`src/rtl/i2c_reg_pkg.sv`:
```
// Shared types and defaults for the I2C register-file arbiter.
package i2c_reg_pkg;

  localparam int unsigned ADDR_W_DEF = 8;
  localparam int unsigned DATA_W_DEF = 8;

  typedef enum logic [1:0] {
    ST_IDLE  = 2'd0,
    ST_ISSUE = 2'd1,
    ST_WAIT  = 2'd2,
    ST_RESP  = 2'd3
  } arb_state_t;

  typedef enum logic {
    REQ_I2C  = 1'b0,
    REQ_HOST = 1'b1
  } req_id_t;

  function automatic req_id_t other_req(input req_id_t id);
    return (id == REQ_I2C) ? REQ_HOST : REQ_I2C;
  endfunction

endpackage

```
`src/rtl/i2c_req_capture.sv`:
```
// One-deep pending slot turning I2C slave strobes into a held request, with sticky overflow.
module i2c_req_capture #(
  parameter int unsigned ADDR_W = 8,
  parameter int unsigned DATA_W = 8
) (
  input  logic              sys_clk,
  input  logic              reset_n,
  input  logic              i2c_wen,
  input  logic              i2c_ren,
  input  logic [ADDR_W-1:0] i2c_addr,
  input  logic [DATA_W-1:0] i2c_wdata,
  input  logic              free,
  output logic              pend_valid,
  output logic              pend_we,
  output logic [ADDR_W-1:0] pend_addr,
  output logic [DATA_W-1:0] pend_wdata,
  output logic              ovf
);

  logic              slot_full;
  logic              slot_we;
  logic [ADDR_W-1:0] slot_addr;
  logic [DATA_W-1:0] slot_wdata;
  logic              pulse;
  logic              accept;

  assign pulse  = i2c_wen | i2c_ren;
  assign accept = pulse & (~slot_full | free);

  always_ff @(posedge sys_clk or negedge reset_n) begin
    if (!reset_n) begin
      slot_full  <= 1'b0;
      slot_we    <= 1'b0;
      slot_addr  <= '0;
      slot_wdata <= '0;
      ovf        <= 1'b0;
    end else begin
      if (accept) begin
        slot_full  <= 1'b1;
        slot_we    <= i2c_wen;
        slot_addr  <= i2c_addr;
        slot_wdata <= i2c_wdata;
      end else if (free) begin
        slot_full  <= 1'b0;
      end
      if ((pulse && !accept) || (i2c_wen && i2c_ren)) begin
        ovf <= 1'b1;
      end
    end
  end

  // A pulse on an empty slot is offered to the arbiter in the same cycle it is latched.
  always_comb begin
    pend_valid = slot_full | pulse;
    pend_we    = slot_we;
    pend_addr  = slot_addr;
    pend_wdata = slot_wdata;
    if (!slot_full) begin
      pend_we    = i2c_wen;
      pend_addr  = i2c_addr;
      pend_wdata = i2c_wdata;
    end
  end

endmodule

```
`src/rtl/i2c_reg_arbiter.sv`:
```
// Serialises I2C-slave and local-host accesses onto one register file.
// Define ARB_RR_EN for round-robin tie-breaking; otherwise I2C has fixed priority.
module i2c_reg_arbiter
  import i2c_reg_pkg::*;
#(
  parameter int unsigned ADDR_W   = ADDR_W_DEF,
  parameter int unsigned DATA_W   = DATA_W_DEF,
  parameter int unsigned NUM_REGS = 8,
  parameter int unsigned RD_LAT   = 1
) (
  input  logic              sys_clk,
  input  logic              reset_n,
  input  logic              i2c_wen,
  input  logic              i2c_ren,
  input  logic [ADDR_W-1:0] i2c_addr,
  input  logic [DATA_W-1:0] i2c_wdata,
  output logic [DATA_W-1:0] i2c_rdata,
  output logic              i2c_rvalid,
  output logic              i2c_ovf,
  input  logic              host_req,
  input  logic              host_we,
  input  logic [ADDR_W-1:0] host_addr,
  input  logic [DATA_W-1:0] host_wdata,
  output logic              host_ack,
  output logic [DATA_W-1:0] host_rdata,
  output logic              addr_err,
  output logic              reg_wen,
  output logic              reg_ren,
  output logic [ADDR_W-1:0] reg_addr,
  output logic [DATA_W-1:0] reg_wdata,
  input  logic [DATA_W-1:0] reg_rdata
);

  localparam logic [ADDR_W:0] ADDR_LIMIT = (ADDR_W+1)'(NUM_REGS);
  localparam int unsigned     WAIT_LOAD  = (RD_LAT > 1) ? RD_LAT - 2 : 0;

  arb_state_t        state, state_nxt;
  req_id_t           owner, winner;
  logic              grant;
  logic              op_we, op_oor;
  logic [ADDR_W-1:0] op_addr;
  logic [DATA_W-1:0] op_wdata;
  logic [1:0]        wait_cnt;

  logic              sel_we;
  logic [ADDR_W-1:0] sel_addr;
  logic [DATA_W-1:0] sel_wdata;

  logic              pend_valid, pend_we, free;
  logic [ADDR_W-1:0] pend_addr;
  logic [DATA_W-1:0] pend_wdata;

  logic [DATA_W-1:0] rd_value, i2c_rdata_q, host_rdata_q;
  logic              resp_i2c_rd, resp_host, resp_host_rd;

  i2c_req_capture #(
    .ADDR_W (ADDR_W),
    .DATA_W (DATA_W)
  ) u_capture (
    .sys_clk    (sys_clk),
    .reset_n    (reset_n),
    .i2c_wen    (i2c_wen),
    .i2c_ren    (i2c_ren),
    .i2c_addr   (i2c_addr),
    .i2c_wdata  (i2c_wdata),
    .free       (free),
    .pend_valid (pend_valid),
    .pend_we    (pend_we),
    .pend_addr  (pend_addr),
    .pend_wdata (pend_wdata),
    .ovf        (i2c_ovf)
  );

`ifdef ARB_RR_EN
  req_id_t rr_prio;

  always_ff @(posedge sys_clk or negedge reset_n) begin
    if (!reset_n) begin
      rr_prio <= REQ_I2C;
    end else if (grant) begin
      rr_prio <= other_req(winner);
    end
  end
`endif

  always_comb begin
    winner = REQ_I2C;
`ifdef ARB_RR_EN
    if (host_req && (!pend_valid || rr_prio == REQ_HOST)) winner = REQ_HOST;
`else
    if (host_req && !pend_valid) winner = REQ_HOST;
`endif
    grant     = (state == ST_IDLE) && (pend_valid || host_req);
    sel_we    = pend_we;
    sel_addr  = pend_addr;
    sel_wdata = pend_wdata;
    if (winner == REQ_HOST) begin
      sel_we    = host_we;
      sel_addr  = host_addr;
      sel_wdata = host_wdata;
    end
  end

  always_comb begin
    state_nxt = state;
    case (state)
      ST_IDLE:  if (grant) state_nxt = ST_ISSUE;
      ST_ISSUE: state_nxt = (!op_we && RD_LAT > 1) ? ST_WAIT : ST_RESP;
      ST_WAIT:  if (wait_cnt == '0) state_nxt = ST_RESP;
      ST_RESP:  state_nxt = ST_IDLE;
      default:  state_nxt = ST_IDLE;
    endcase
  end

  always_ff @(posedge sys_clk or negedge reset_n) begin
    if (!reset_n) begin
      state        <= ST_IDLE;
      owner        <= REQ_I2C;
      op_we        <= 1'b0;
      op_oor       <= 1'b0;
      op_addr      <= '0;
      op_wdata     <= '0;
      wait_cnt     <= '0;
      i2c_rdata_q  <= '0;
      host_rdata_q <= '0;
    end else begin
      state <= state_nxt;
      if (grant) begin
        owner    <= winner;
        op_we    <= sel_we;
        op_addr  <= sel_addr;
        op_wdata <= sel_wdata;
        op_oor   <= ({1'b0, sel_addr} >= ADDR_LIMIT);
      end
      if (state == ST_ISSUE) begin
        wait_cnt <= 2'(WAIT_LOAD);
      end else if (state == ST_WAIT) begin
        wait_cnt <= wait_cnt - 2'd1;
      end
      if (resp_i2c_rd)  i2c_rdata_q  <= rd_value;
      if (resp_host_rd) host_rdata_q <= rd_value;
    end
  end

  // RESP sits exactly RD_LAT cycles after ISSUE, so reg_rdata is consumed directly there.
  assign rd_value     = op_oor ? '0 : reg_rdata;
  assign resp_i2c_rd  = (state == ST_RESP) && (owner == REQ_I2C) && !op_we;
  assign resp_host    = (state == ST_RESP) && (owner == REQ_HOST);
  assign resp_host_rd = resp_host && !op_we;
  assign free         = (state == ST_RESP) && (owner == REQ_I2C);

  assign i2c_rvalid = resp_i2c_rd;
  assign i2c_rdata  = resp_i2c_rd ? rd_value : i2c_rdata_q;
  assign host_ack   = resp_host;
  assign host_rdata = resp_host_rd ? rd_value : host_rdata_q;
  assign addr_err   = op_oor && (resp_i2c_rd || resp_host);

  assign reg_wen   = (state == ST_ISSUE) && op_we && !op_oor;
  assign reg_ren   = (state == ST_ISSUE) && !op_we && !op_oor;
  assign reg_addr  = op_addr;
  assign reg_wdata = op_wdata;

endmodule

```
`config.mk`:
```
export PLATFORM = sky130hd
export DESIGN_NAME = i2c_reg_arbiter
export DESIGN_NICKNAME = d
export VERILOG_FILES = /design/src/rtl/i2c_reg_pkg.sv /design/src/rtl/i2c_req_capture.sv /design/src/rtl/i2c_reg_arbiter.sv
export SDC_FILE = /design/constraint.sdc
export NUM_CORES = 1
export LEC_CHECK = 0
export BUFFER_PORTS_ARGS = -buffer_cell sky130_fd_sc_hd__buf_2
export CAP_MARGIN = 15
export CORE_ASPECT_RATIO = 0.8
export CORE_MARGIN = 4
export CORE_UTILIZATION = 51
export DETAILED_ROUTE_END_ITERATION = 12
export PLACE_DENSITY = 0.79
export SKIP_CTS_REPAIR_TIMING = 1
export SLEW_MARGIN = 20
export SYNTH_ARGS = -nofsm -noshare
export SYNTH_HDL_FRONTEND = slang
export SYNTH_SLANG_ARGS = --single-unit
```
`constraint.sdc`:
```
create_clock -name sys_clk -period 2.8 [get_ports sys_clk]
set_clock_uncertainty 0.1 [all_clocks]
set_input_delay 0.7 -clock sys_clk [delete_from_list [all_inputs] [get_ports sys_clk]]
set_output_delay 0.7 -clock sys_clk [all_outputs]
set_load 0.02 [all_outputs]
```
# Word-level counts from Yosys, hierarchy flattened
# Cells that the tools add are included.
# word_totals
mem_count	0
mem_bits_rw	0
ff_bits	58
input_bits	46
romBits	0
wordCells	69
latch_bits	0
out_inout_bits	38
# op_classes
eq_ne	5
n_mul	0
order_cmp	1
div_mod_pow	0
n_bitwise	6
add_sub_neg	1
n_reduce_logical	25
shifts	0
muxes	17
# ops
cell	count
8-bit two-way mux	7
1-bit logical AND	13
8-bit by 4-bit greater-or-equal comparator with 1-bit output (second input constant)	1
2-bit two-way mux	4
2-bit one-hot mux with 4 select lines	1
1-bit two-way mux	5
2-bit == test (second input constant)	2
1-bit zero test	4
2-bit zero test	2
2-bit inequality test (second input constant)	2
2-bit nonzero test	2
1-bit logical OR	3
1-bit OR	3
2-bit by 1-bit == test with 1-bit output (second input constant)	1
1-bit inverter	2
2-bit AND reduction	1
2-bit by 1-bit subtractor with 2-bit output (second input constant)	1
1-bit bitwise AND	1

# Longest topological paths before layout
# depth
depth_word	7
depth_mapped	7
depth_no_buf	6

# Hierarchy
# From an unflattened synthesis, not the netlist that was laid out.
# unflattened
cells_unflattened	243
area_unflattened_um2	2824.0
# modules_own_cells
module	cells_per_inst	area_per_inst_um2	n_inst	seq_area_each_um2
i2c_reg_arbiter	178	1819.2	1	975.9
i2c_req_capture	65	1004.7	1	475.5

# Worst setup path after synthesis
# Ideal clock, no wire load.
# synth_timing
kind	reg2out
from	register state[0]
to	output i2c_rdata[5]
stages_incl_launch_ff	7
path_slack_ps	200
t_required_ps	2000
n_path_buf	2
arrival_time_ps	1800
path_cell_list	dfrtp_1 -> ha_1 -> nand2b_1 -> or2_2 -> clkbuf_1 -> buf_2 -> o21ai_0
# synth_via
elab_chain_len	4
# synth_rtl
element	line_no	rtl
start, declared	i2c_reg_arbiter.sv:37	arb_state_t state, state_nxt;
start signal, assigned	i2c_reg_arbiter.sv:127	state <= state_nxt;
2-bit == test	i2c_reg_arbiter.sv:147	assign resp_i2c_rd = (state == ST_RESP) && (owner == REQ_I2C) && !op_we;
1-bit logical AND (2 in series)	i2c_reg_arbiter.sv:147	
8-bit two-way mux	--	
end, declared	i2c_reg_arbiter.sv:17	output logic [DATA_W-1:0] i2c_rdata,
# Every way passes these cells.

# Worst setup path after layout
# layout_timing
from	register state[0]
to	output host_rdata[1]
# layout_via
elab_chain_len	4
# layout_rtl
element	line_no	rtl
2-bit == test	i2c_reg_arbiter.sv:148	assign resp_host = (state == ST_RESP) && (owner == REQ_HOST);
1-bit logical AND	i2c_reg_arbiter.sv:148	
1-bit logical AND	i2c_reg_arbiter.sv:149	assign resp_host_rd = resp_host && !op_we;
8-bit two-way mux	--	
end, declared	i2c_reg_arbiter.sv:25	output logic [DATA_W-1:0] host_rdata,
# Every way passes these cells.

==> impl_results.md <==
* Sw power at 1.55 mW
* Crit. End Element: output port
* CP top delay family: simple AND/OR/NAND/NOR gates
* Metal-1 WL at 3.02 mm
* Top_reg_cell synth: dfrtp_1
* Worst Path Required at ~2.0 ns
* Initial antenna violation count at 0
* Peak supply drop at 597 uV
* Worst r2r src: u_capture.slot_full
* Hold Vio Cnt, Final at 0
* CP Data Arrival Time at 1.86 ns
* Yosys warning count at 0
* WP depth at 6
* Residual DRC at 0
* Worst-margin pin slew at 0.726 ns
* Vias at between 2,000 and 2,500
* Setup violators final at 0
* FF+latch count, synth at 58
* Pre-CTS setup slack at 0.262 ns
* Worst-path clk slew at roughly 0.060 ns
* Root Buffer: clkbuf_8
* Worst Reg2Reg Path Length in Cells at 5
* Post-synth cell types at 37
* Syn nets at 308
* DR top layer: met4
* R2R Setup Slk at roughly 0.6 ns
* Num CTS Buffers at 9
* H-tree depth at 3
* Critical path origin: state[0]
* Final setup TNS at 0 ns
* Post-route clock period utilization at 95.1%
* Met3 wire length at 335 um
* Clock Sinks at slightly below 60
* Pin count of the biggest net entering global routing at between 50 and 60
* Most common cell after layout, fill and taps aside: buf_2
* Critical Path End: host_rdata[1]
* Post-DP HPWL at 4.54 mm
* Min-Delay Path Class: reg -> reg
* 1st-pass router iterations at 4
* Worst skew pair latency at 0.33 ns
* Placed Area at 3180 um^2
* CTS tree: yes
* First-pass GRT wire length at around 10 mm
* Worst-path cell chain: ha_1 > and2_1 > nand2b_2 > nand2_1 > o21ai_1 > buf_2
* Met2 wire len at 2.82 mm
* Count of nets after finishing at 393
* Switching fraction of total power at between 30% and 40%
* Startpoint of the worst hold path: u_capture.ovf
* RSZ-0062 raised after global routing: true
* Grt ovf at 0
* Placer Congestion at 0.899
* Max Cap Viol at 0
* ANT cells at 0
* Async S/R FF share, synth at 100%
* Rel. slew slack at about half
* Slack of the critical path at 0.138 ns
* Mapped Cells at around 260
* Finished Cell Area at 3400 um^2
* LEAKAGE at ~1.7 nW
* Layout cells sized above 1 at between 30% and 40%
* Slowest CP cell: dfrtp_1
* Routed len/inst at 15.3 um
* Worst-case clock buffer depth at 2
* # IOs at 84
* Post-synthesis sequential area ratio at 52.3%
* Area growth, synth to finish at 22.7%
* Highest clock rate at 376 MHz
* Mapped cell area at 2780 um^2
* Crit path buf inv count at 1
* Pins Over Slew Limit at 0
* Max stage delay on crit path at 0.42 ns
* Die W at 90.5 um
* Comb power frac at 44.4%
* Vias in the first global route at 2,152
* Min Hold Slack at 0.370 ns
* Crit path kind: reg -> out
* Number of synthesized flops with an enable pin at 0
* R2R Path End: op_oor
* Total internal power at 2.38 mW
* Reg power frac at 35.9%
* Initial core utilization at 54.2%
* Die area at 6690 um^2
* Crit Path Max Fanout at 16
* Core area at 5120 um^2
* Via density at ~5.2
* First DRT Iteration DRCs at 147
* Post-Syn Area per Cell at 10.8 um^2
* Die Y at 74.0 um
* Pwr Density at 1160 nW/um^2
* Status: completed
* Crit path time final at ~2.7 ns
* GRT Total Usage at 20.0%
* Overall routed net length at roughly 6.3 mm
* Buffers on Ports at 83
* Routed Antenna Nets at 0
* Startpoint Class: flop
* Leading cell types in the layout, fill and taps excluded: buf_2, dfrtp_1, nand2_1
* FP Rows at 23
* Clock network power share at 19.7%
power groups by stage:
stage | clock, mW | combinational (mW) | sequential, mW
2_1_floorplan | 0 | 1.15 | 1.51
3_3_place_gp | 0 | 1.66 | 1.40
3_5_place_dp | 0 | 1.71 | 1.42
4_1_cts | 0.795 | 1.72 | 1.41
5_1_grt | 0.836 | 1.94 | 1.46
6_report | 0.775 | 1.75 | 1.41
Yosys cell counts, types with 2 or more instances:
cell type   n  area [um^2]
dfrtp_1    58         1450
nand2_1    39          146
o21ai_0    28          140
mux2_2     19          214
nor2_1     17         63.8
mux2i_1    15          150
a21oi_1    14         70.1
nand2b_1   11         68.8
buf_6       8         90.1
inv_1       7         26.3
ha_1        5         62.6
o21ai_2     5         43.8
clkbuf_1    3         11.3
a22o_1      2         17.5
buf_4       2         15.0
nor2b_1     2         12.5
o21ai_1     2         10.0
through the flow:
stage               util (%)  cells  total power [mW]
floorplan                  -    257              2.66
CTS                     66.1    408              3.92
detailed placement      62.1    392              3.13
global route            66.5    409              4.23
global placement        62.1    392              3.07
finish                  66.5    409              3.93
how the worst min path moves through the flow:
| stage | to | slack [ns] | cells after the start |
|---|---|---|---|
| global route | u_capture.ovf | 0.40 | 1 |
| detailed placement | u_capture.ovf | 0.36 | 1 |
| finish | u_capture.ovf | 0.37 | 1 |
| floorplan | host_rdata_q[0] | 0.30 | 0 |
| global placement | u_capture.ovf | 0.36 | 1 |
| CTS | u_capture.ovf | 0.38 | 1 |
cells by family (layout without fill, tap and decap cells):
logic type               after synthesis  in the layout  share of synthesized area, %
multiplexers                          34             34                          13.1
AO/OA/AOI/OAI                         62             62                          14.0
buffers and inverters                 22            111                          5.50
adder cells (fa/ha/maj)                5              5                          2.25
AND/OR/NAND/NOR                       76             77                          12.8
flip-flops                            58             58                          52.3
state kept, by name (all words and copies together) (netlist names), 2 cells and up:
register / cells
host_rdata_q: 8
i2c_rdata_q: 8
reg_addr: 8
reg_wdata: 8
u_capture.slot_addr: 8
u_capture.slot_wdata: 8
state: 2
wait_cnt: 2
worst register-to-register path: stages, from the launching register on:
cell	delay, ns
dfrtp_1	0.58
nor4b_4	0.51
buf_4	0.35
and2b_1	0.19
a22oi_1	0.08
o31a_1	0.29
area by class of cell:
class / count / area, um^2
Multi-Input combinational cell: 178 / 1190
Tap cell: 62 / 77.6
Clock inverter: 4 / 50.0
Timing Repair Buffer: 88 / 453
Fill cell: 420 / 1720
Sequential cell: 58 / 1450
Inverter: 7 / 26.3
Clock buffer: 12 / 155
per-layer routing:
metal / global-route usage (%) / vias up
met5: 0 / -
met4: 6.79 / 0
met3: 7.48 / 6
met2: 30.3 / 74
met1: 26.9 / 1015
li1: - / 1050
Power figures use the tool's default switching activity.
